`config.mk`:
```
export PLATFORM = sky130hd
export DESIGN_NAME = fifo_mux_rr_ctrl
export DESIGN_NICKNAME = d
export VERILOG_FILES = /design/src/rtl/fifo_mux_rr_ctrl.sv
export SDC_FILE = /design/constraint.sdc
export NUM_CORES = 1
export LEC_CHECK = 0
export CORE_MARGIN = 1
export CORE_UTILIZATION = 50
export CTS_CLUSTER_DIAMETER = 60
export DETAILED_ROUTE_END_ITERATION = 16
export PLACE_DENSITY_LB_ADDON = 0.15
export SYNTH_ARGS = -nofsm -noshare
export SYNTH_HDL_FRONTEND = slang
export SYNTH_SLANG_ARGS = --single-unit
export TNS_END_PERCENT = 5
```
`constraint.sdc`:
```
create_clock -name clk -period 3 [get_ports clk]
set_input_delay 0.3 -clock clk [delete_from_list [all_inputs] [get_ports clk]]
set_output_delay 0.3 -clock clk [all_outputs]
set_load 0.02 [all_outputs]
```
`src/rtl/fifo_mux_rr_ctrl.sv`:
```
// Round-robin arbiter/sequencer sharing one 8:1 FIFO output mux among eight requesters.
// Drives the mux select, a valid/ready handshake on the muxed word, and a one-hot grant per accepted word.
module fifo_mux_rr_ctrl #(
  parameter int bw = 4
) (
  input  logic       clk,
  input  logic       reset,
  input  logic [7:0] req,
  output logic [2:0] sel,
  output logic       out_valid,
  input  logic       out_ready,
  output logic [7:0] gnt
);

  if (bw < 1) begin : g_bw_chk
    $error("bw must be at least 1");
  end

  typedef enum logic {
    S_IDLE = 1'b0,
    S_BUSY = 1'b1
  } state_t;

  state_t     state_q, state_d;
  logic [2:0] sel_q, sel_d;
  logic [2:0] ptr_q, ptr_d;

  logic       xfer;
  logic [7:0] sel_oh;
  logic [3:0] pick_idle;
  logic [3:0] pick_next;

  // Returns {hit, index} of the first set bit of r searching start, start+1, ... mod 8.
  function automatic logic [3:0] rr_pick(input logic [7:0] r, input logic [2:0] start);
    logic [3:0] res;
    logic [2:0] idx;
    res = 4'b0000;
    for (int k = 7; k >= 0; k--) begin
      idx = start + 3'(k);
      if (r[idx]) res = {1'b1, idx};
    end
    return res;
  endfunction

  always_comb begin
    state_d   = state_q;
    sel_d     = sel_q;
    ptr_d     = ptr_q;
    sel_oh    = 8'b0000_0001 << sel_q;
    xfer      = (state_q == S_BUSY) && out_ready;
    pick_idle = rr_pick(req, ptr_q);
    // The word just accepted is masked so other requesters get a turn.
    pick_next = rr_pick(req & ~sel_oh, sel_q + 3'd1);

    case (state_q)
      S_IDLE: begin
        if (pick_idle[3]) begin
          sel_d   = pick_idle[2:0];
          state_d = S_BUSY;
        end
      end
      S_BUSY: begin
        if (xfer) begin
          ptr_d = sel_q + 3'd1;
          if (pick_next[3]) begin
            sel_d = pick_next[2:0];
          end else begin
            state_d = S_IDLE;
          end
        end else if (!req[sel_q]) begin
          state_d = S_IDLE;
        end
      end
      default: state_d = S_IDLE;
    endcase
  end

  always_ff @(posedge clk or posedge reset) begin
    if (reset) begin
      state_q <= S_IDLE;
      sel_q   <= 3'd0;
      ptr_q   <= 3'd0;
    end else begin
      state_q <= state_d;
      sel_q   <= sel_d;
      ptr_q   <= ptr_d;
    end
  end

  assign sel       = sel_q;
  assign out_valid = (state_q == S_BUSY);
  assign gnt       = xfer ? sel_oh : 8'h00;

endmodule

```
==> results of run 1 <==
==> cells by family (layout without fill, tap and decap cells) <==
| group | count (synthesis) | count (layout) |
|---|---|---|
| buffers and inverters | 32 | 68 |
| AO/OA/AOI/OAI | 79 | 79 |
| AND/OR/NAND/NOR | 84 | 84 |
| flip-flops | 7 | 7 |
| XOR/XNOR | 6 | 6 |
| adder cells (fa/ha/maj) | 9 | 9 |
| multiplexers | 48 | 48 |
==> metal layers <==
metal  wire (µm)  up-vias
met5           0        -
met4         213        0
met3         586       27
met2        3298      145
met1        2857     1152
li1            -     1109
==> worst max path at each step <==
stage	endpoint	slack, ns	cells after the start
floorplan	sel[1]$_DFFE_PP0P_	0.0004	12
global route	sel[1]$_DFFE_PP0P_	0.003	10
global placement	sel[1]$_DFFE_PP0P_	0.11	8
detailed placement	sel[1]$_DFFE_PP0P_	0.10	8
CTS	sel[1]$_DFFE_PP0P_	0.08	8
finish	sel[1]$_DFFE_PP0P_	0.16	8
==> cell usage in the layout (no fill, tap or decap), types with 5 or more instances in the layout <==
cell type / n
nand3_1: 7
mux2_2: 10
nor2_1: 14
clkdlybuf4s50_1: 22
o211ai_1: 6
a21oi_1: 13
o21ai_0: 12
buf_4: 28
nor2b_1: 5
inv_1: 11
nand2b_1: 5
and3_1: 12
mux4_2: 12
nand2_1: 19
mux2i_1: 20
ha_1: 8
==> registers in the layout, indices dropped and copies added, names as in the netlist <==
signal,flops
sel,3
out_valid,1
ptr_q,3
==> final cells by class <==
type,instances,area share [%]
flip-flops and latches,7,6.627
repair buffers,51,16.36
inverters,13,1.807
multi-input cells,226,71.22
well taps,50,2.317
clock buffers,4,1.668
==> timing repair <==
item / in CTS / in global routing
hold buffers: 0 / 0
resized for setup: 0 / 7
hold endpoints to repair: 0 / 0
setup endpoints to repair: 0 / 3
==> through the flow <==
stage	utilization, %	instance area, µm²	hold WS (ns)
floorplan	-	2245	0.1033
global placement	63.32	2624	0.5674
detailed placement	63.32	2624	0.5737
CTS	64.40	2669	0.3319
global route	65.16	2700	0.3642
finish	65.16	2700	0.3277
==> metrics.yaml, run 1 <==
status:
  status: "complete, no violations"
finish:
  area_delta_synth_final_pct: 20.42
  insertedDiodeCount: 0
  multi_input_area_um2: 1923
  layout.nets: 322
  drive_above_1_share_pct: 25.25
  n_fill_cell: 360
  post_layout_nonfiller_instances: 351
  regArea_um2: 178.9
yosys:
  syn_area_um2: 2242
  synth_top_family_by_area: "multiplexers"
  synthMuxAreaShare_pct: 30.30
  synthSimpleGateAreaFrac_pct: 20.03
  netlist_instances: 265
  synthAdderAreaFrac_pct: 5.022
  synth_xor_area_share_pct: 2.344
  synth_seq_area_share_pct: 7.813
  syn_nets: 285
  ys.flop_type: "dfrtp_1"
  yosysTopAreaCell: "mux4_2"
  yosys_warnings: 0
  ys_types: 69
  synth_edf_count: 0
  synth_top_area_share_pct: 12.05
  synth_compound_area_share_pct: 26.95
  synth-seq-cells: 7
  yosysMostFrequentCell: "mux2i_1"
  synth_commonest_cells: "mux2i_1, nand2_1, nor2_1"
  synth_area_leaders: "mux4_2, mux2i_1, dfrtp_1, ha_1, mux2_2"
  ys_async_sr_fraction_pct: 100.0
  avgSynthCellArea_um2: 8.461
clocking:
  cts_buffers: 3
  cts-root-buf: "clkbuf_8"
  clockBufferDepth: 2
  htree_levels: 1
  cts_tree: "done"
  clk_latency_ns: 0.23
  cts_setup_buffers: 0
  cts_sinks: 7
  path_clk_slew_ns: 0.05
setup_path:
  criticalPathCategory: "reg2reg"
  cp_cell_sequence: "ha_1 -> ha_2 -> buf_6 -> mux2i_2 -> a22oi_1 -> a2111o_1 -> a311o_1 -> a221oi_2"
  critPathArrivalTime_ns: 2.98
  critPathTopFamily: "compound AO/OA/AOI/OAI gates"
  r2r-end: "sel[1]$_DFFE_PP0P_"
  cp-startpoint: "sel[0]$_DFFE_PP0P_"
  reg2reg_slack_ns: 0.16
  path_buf_inv: 1
  crit_fanout: 17
  slowest_delay_ns: 0.46
  reg2reg_depth: 8
  crit_slowest_cell: "dfrtp_2"
  worst_setup_path_end_kind: "register"
  r2r_start: "sel[0]$_DFFE_PP0P_"
  critPathRequiredTime_ns: 3.13
  worstSetupStartpointType: "register"
route:
  postRouteAntennaNets: 0
  drc: 0
  vias: 2433
  routed_wl_mm: 6.956
  routed_via_density: 6.932
  drtPass1Iterations: 5
  drtIter0Drc: 223
  wl_per_cell_um: 19.82
sta:
  clock_skew_ns: 0.002431
  max_freq_mhz: 351.6
  min_period_ns: 2.844
  relSlewSlack_pct: 63.06
  hold_viol: 0
  rsz0062_at_grt: "false"
  worst_slack_ns: 0.1562
  drv_slew: 0
  setup_viol: 0
  min_period_over_period_pct: 94.79
  final.setup.tns_ns: 0
  worst_slew_pin_slew_ns: 0.5522
run:
  maxCapViolCount: 0
floorplan:
  initial_utilization_pct: 54.11
  coreArea_um2: 4144
  die_y_um: 68.97
  dieArea_um2: 4756
  ioPinCount: 23
  dieWidth_um: 68.97
  core.rowCount: 23
placement:
  dpl.hpwl_mm: 5.428
  portBuffers: 22
  post-place-ws_ns: 0.1034
  gp_congestion: 0.9129
  placed_cells: 347
global_route:
  grtUsageMet3_pct: 4.934
  grt_start_max_net_pins: 20
  grt_use_total_pct: 31.20
  antenna_found_initial: 0
  grt-ovfl-total: 0
  grt_pass1_vias: 2214
  gr-usage-met1_pct: 38.92
  grt_busiest_layer: "met2"
  use_met2_pct: 52.06
  grt_pass1_wl_mm: 10.81
min_path:
  holdCritPathClass: "in2async"
Power of run 1 is left out: the tool's default activity adds up to more than one toggle a clock period on the data nets, which glitch-free logic cannot reach.
==> run 2: changes to the inputs <==
--- a/config.mk
+++ b/config.mk
@@ -8,3 +8,3 @@
 export CORE_MARGIN = 1
-export CORE_UTILIZATION = 50
+export CORE_UTILIZATION = 53
 export CTS_CLUSTER_DIAMETER = 60
--- a/constraint.sdc
+++ b/constraint.sdc
@@ -3,2 +3,2 @@
 set_output_delay 0.3 -clock clk [all_outputs]
-set_load 0.02 [all_outputs]
+set_load 0.01 [all_outputs]
==> run 2 against run 1 <==
Net effect: die area decreased by 5.5%; sequential share of layout area increased by 0.069 points; final cell count decreased by 1.7%; via count decreased by 5.1%; largest cell class unchanged; flip-flop and latch count unchanged; highest routed layer unchanged.
==> metrics.yaml, run 2 (synthesis gave the netlist of run 1 again) <==
status:
  status: "complete, no violations"
setup_path:
  critPathTopFamily: "compound AO/OA/AOI/OAI gates"
  critPathArrivalTime_ns: 2.97  # about the same
  path_buf_inv: 3  # +2
  worst_setup_path_end_kind: "register"
  crit_fanout: 15  # -2
  cp_cell_sequence: "buf_4 -> buf_4 -> mux2_4 -> a221o_1 -> nor4b_1 -> a41o_1 -> and2_1 -> a2111oi_0 -> buf_4 -> a211oi_1"
  critPathRequiredTime_ns: 3.10  # -0.03 ns
  worstSetupStartpointType: "register"
  criticalPathCategory: "reg2reg"
  crit_slowest_cell: "dfrtp_1"
  reg2reg_slack_ns: 0.13  # -0.02 ns
  cpMostUsedCell: "buf_4"
  slowest_delay_ns: 0.41  # -0.05 ns
sta:
  min_period_over_period_pct: 95.62  # +0.82 points
  worst_slew_pin_slew_ns: 0.5899  # +0.03771 ns
  clock_skew_ns: 0.004145  # +0.001715 ns
  drv_slew: 0  # unchanged
  hold_viol: 0  # unchanged
  max_freq_mhz: 348.6  # -0.86%
  worst_slack_ns: 0.1315  # -0.02465 ns
  rsz0062_at_grt: "false"
  relSlewSlack_pct: 60.54  # -2.5 points
  min_period_ns: 2.868  # +0.02465 ns
  setup_viol: 0  # unchanged
  final.setup.tns_ns: 0  # unchanged
clocking:
  path_clk_slew_ns: 0.04  # about the same
  cts_tree: "done"
  htree_levels: 1  # unchanged
  cts-root-buf: "clkbuf_8"
  clk_latency_ns: 0.24  # about the same
  cts_buffers: 3  # unchanged
  clockBufferDepth: 2  # unchanged
  cts_hold_buf: 0  # unchanged
  cts_sinks: 7  # unchanged
floorplan:
  ioPinCount: 23  # unchanged
  core.rowCount: 23  # unchanged
  coreArea_um2: 4029  # -2.8%
  die_y_um: 67.04  # -2.8%
  dieWidth_um: 67.04  # -2.8%
  initial_utilization_pct: 55.65  # +1.5 points
  dieArea_um2: 4494  # -5.5%
route:
  drtPass1Iterations: 5  # unchanged
  drtIter0Drc: 287  # +29%
  postRouteAntennaNets: 0  # unchanged
  routed_wl_mm: 6.687  # -3.9%
  vias: 2310  # -5.1%
  drc: 0  # unchanged
  wl_per_cell_um: 19.38  # -2.2%
  routed_via_density: 6.696  # -3.4%
finish:
  final_common_cell: "buf_4"
  insertedDiodeCount: 0  # unchanged
  drive_above_1_share_pct: 22.03  # -3.2 points
  area_delta_synth_final_pct: 17.52
  layout_common_cells: "buf_4, clkdlybuf4s50_1, mux2i_1"
  fin_util_pct: 65.40  # +0.25 points
  layout.nets: 316  # -1.9%
global_route:
  antenna_found_initial: 0  # unchanged
  grt-ovfl-total: 0  # unchanged
  grt_pass1_vias: 2071  # -6.5%
  grt_use_total_pct: 31.85  # +0.66 points
  grt_pass1_wl_mm: 10.60  # -2.0%
  grt_start_max_net_pins: 20  # unchanged
placement:
  dpl.hpwl_mm: 5.146  # -5.2%
  gp_congestion: 0.9325  # +2.1%
  post-place-ws_ns: 0.08325  # -0.02011 ns
  portBuffers: 22  # unchanged
run:
  maxCapViolCount: 0  # unchanged
min_path:
  holdCritPathClass: "in2async"
## run 2: changes by cell type in the layout (fill, tap and decap cells not counted), sizes merged
cell  previous run  this run
buf             29        23
## run 2: what timing repair did
| item | CTS | global route |
|---|---|---|
| hold endpoints to repair | 0 | 0 |
| buffers inserted | 0 | 0 |
| gates resized for setup | 0 | 3 |
| setup endpoints to repair | 0 | 3 |
## run 2: metal layers
layer / up-vias / share of wire (%) / routed length, µm / track usage, %
met5: - / 0 / 0 / 0
met4: 0 / 1.5 / 99 / 8.777
met3: 13 / 7.6 / 511 / 4.623
met2: 109 / 43 / 2850 / 45.50
met1: 1090 / 48 / 3226 / 48.49
li1: 1098 / - / - / -
## run 2: worst paths after layout
path / startpoint / end / cells past startpoint
worst max-delay path: sel[0]$_DFFE_PP0P_ / sel[2]$_DFFE_PP0P_ / 10
worst min-delay path: reset / sel[2]$_DFFE_PP0P_ / 2
worst max register to register: sel[0]$_DFFE_PP0P_ / sel[2]$_DFFE_PP0P_ / 10
worst min register to register: ptr_q[2]$_DFFE_PP0P_ / ptr_q[2]$_DFFE_PP0P_ / 2
max in group asynchronous: reset / sel[1]$_DFFE_PP0P_ / 2
min in group clk: ptr_q[2]$_DFFE_PP0P_ / ptr_q[2]$_DFFE_PP0P_ / 2
## run 2: final cells by class
class / instances / area (µm²)
multi-input cells: 226 / 1909
fillers: 358 / 1394
repair buffers: 45 / 392.9
flip-flops and latches: 7 / 176.4
well taps: 50 / 62.56
inverters: 13 / 48.80
clock buffers: 4 / 45.04
## run 2: stage by stage
| step | std cells | hold WS, ns | cell area, µm² |
|---|---|---|---|
| 6_report | 345 | 0.2970 | 2635 |
| 5_1_grt | 345 | 0.3321 | 2635 |
| 4_1_cts | 345 | 0.3103 | 2623 |
| 3_5_place_dp | 341 | 0.5625 | 2577 |
| 3_3_place_gp | 341 | 0.5545 | 2577 |
| 2_1_floorplan | 265 | 0.1034 | 2243 |
Power of run 2 is left out for the same reason.
==> run 3: changes to the inputs <==
- GPL_ROUTABILITY_DRIVEN: default -> 0
- SLEW_MARGIN: default -> 10
==> run 3 against run 2 <==
Net effect: final area shrank 1.0%; via count is 0.52% lower; die area stayed put; worst setup slack got worse by 0.023 ns; critical path depth decreased by 1; global-route usage is 0.85 points lower; clock-buffer cell count unchanged; non-clock buffer count fell by 5; flip-flop and latch count unchanged; first-iteration DRC count is 28% lower; clock skew about the same.
==> metrics.yaml, run 3 (synthesis gave the netlist of run 1 again) <==
status:
  status: "complete, no violations"
sta:
  relSlewSlack_pct: 64.39  # +3.8 points
  drv_slew: 0  # unchanged
  min_period_ns: 2.891  # +0.02282 ns
  final.setup.tns_ns: 0  # unchanged
  rsz0062_at_grt: "false"
  worst_slew_pin_slew_ns: 0.5324  # -0.05751 ns
  setup_viol: 0  # unchanged
  min_period_over_period_pct: 96.38  # +0.76 points
  max_freq_mhz: 345.9  # -0.79%
  hold_viol: 0  # unchanged
  worst_slack_ns: 0.1087  # -0.02282 ns
  clock_skew_ns: 0.004622  # +0.0004772 ns
setup_path:
  criticalPathCategory: "reg2reg"
  cp-startpoint: "sel[1]$_DFFE_PP0P_"
  reg2reg_slack_ns: 0.11  # -0.02 ns
  worstSetupStartpointType: "register"
  critPathRequiredTime_ns: 3.09  # about the same
  worst_setup_path_end_kind: "register"
  critPathArrivalTime_ns: 2.98  # about the same
  crit_fanout: 6  # -9
  r2r_start: "sel[1]$_DFFE_PP0P_"
clocking:
  htree_levels: 1  # unchanged
  path_clk_slew_ns: 0.04  # about the same
  cts_hold_buf: 0  # unchanged
  cts_sinks: 7  # unchanged
  cts_resized: 0  # unchanged
  clockBufferDepth: 2  # unchanged
  clk_latency_ns: 0.23  # about the same
  cts-root-buf: "clkbuf_8"
  cts_tree: "done"
  cts_setup_buffers: 0  # unchanged
  cts_buffers: 3  # unchanged
global_route:
  grt_pass1_vias: 2080  # +0.43%
  grt_use_total_pct: 31.00  # -0.85 points
  antenna_found_initial: 0  # unchanged
  grt-ovfl-total: 0  # unchanged
  grt_start_max_net_pins: 24  # +20%
  grt_pass1_wl_mm: 10.47  # -1.2%
finish:
  layout.nets: 311  # -1.6%
  drive_above_1_share_pct: 21.03  # -1.0 points
  n_fill_cell: 370  # +3.4%
  area_delta_synth_final_pct: 16.29
  insertedDiodeCount: 0  # unchanged
  layout_common_cells: "clkdlybuf4s50_1, mux2i_1, nand2_1"
  final_common_cell: "clkdlybuf4s50_1"
floorplan:
  dieArea_um2: 4494  # unchanged
  ioPinCount: 23  # unchanged
  die_y_um: 67.04  # unchanged
  initial_utilization_pct: 55.65  # unchanged
  core.rowCount: 23  # unchanged
  dieWidth_um: 67.04  # unchanged
  coreArea_um2: 4029  # unchanged
placement:
  portBuffers: 22  # unchanged
  post-place-ws_ns: 0.06364  # -0.01961 ns
  dpl.hpwl_mm: 5.032  # -2.2%
route:
  postRouteAntennaNets: 0  # unchanged
  vias: 2298  # -0.52%
  routed_via_density: 6.759  # +0.94%
  wl_per_cell_um: 19.46  # +0.38%
  drtIter0Drc: 206  # -28%
  drc: 0  # unchanged
  routed_wl_mm: 6.615  # -1.1%
  drtPass1Iterations: 5  # unchanged
min_path:
  holdCritPathClass: "in2async"
run:
  maxCapViolCount: 0  # unchanged
-- run 3: path summary, 6_finish.rpt --
| check | to | cells after the start |
|---|---|---|
| worst max register to register | sel[2]$_DFFE_PP0P_ | 9 |
| worst min-delay path | out_valid$_DFF_PP0_ | 2 |
| min in group clk | ptr_q[2]$_DFFE_PP0P_ | 2 |
| max in group asynchronous | ptr_q[1]$_DFFE_PP0P_ | 2 |
| worst max-delay path | sel[2]$_DFFE_PP0P_ | 9 |
| worst min register to register | ptr_q[2]$_DFFE_PP0P_ | 2 |
-- run 3: final cells by class --
cell class	instances	area [µm²]	share of cell area, %
multi-input cells	226	1904	73.03
repair buffers	40	371.6	14.25
flip-flops and latches	7	175.2	6.718
well taps	50	62.56	2.399
inverters	13	48.80	1.871
clock buffers	4	45.04	1.727
-- run 3: worst max-delay path, cell delays in order, from the launching register on --
cell	delay, ns
dfrtp_1	0.44
ha_1	0.24
ha_1	0.25
nor3b_1	0.37
a31oi_4	0.08
mux4_2	0.52
a21bo_1	0.24
o22ai_1	0.10
a2111oi_2	0.39
a211oi_1	0.12
-- run 3: layer usage --
| layer | vias to the layer above | wire length [µm] | GRT usage (%) |
|---|---|---|---|
| li1 | 1077 | - | - |
| met1 | 1088 | 3065 | 48.54 |
| met2 | 122 | 2921 | 45.25 |
| met3 | 11 | 551 | 2.568 |
| met4 | 0 | 77 | 6.117 |
| met5 | - | 0 | 0 |
-- run 3: metrics by stage --
step	util, %	hold WS, ns	instances	instance area [µm²]
floorplan	-	0.1034	265	2243
global placement	63.35	0.5452	336	2552
detailed placement	63.35	0.5569	336	2552
CTS	64.47	0.3178	340	2597
global route	64.72	0.3506	340	2608
finish	64.72	0.3068	340	2608
Power of run 3 is left out for the same reason.
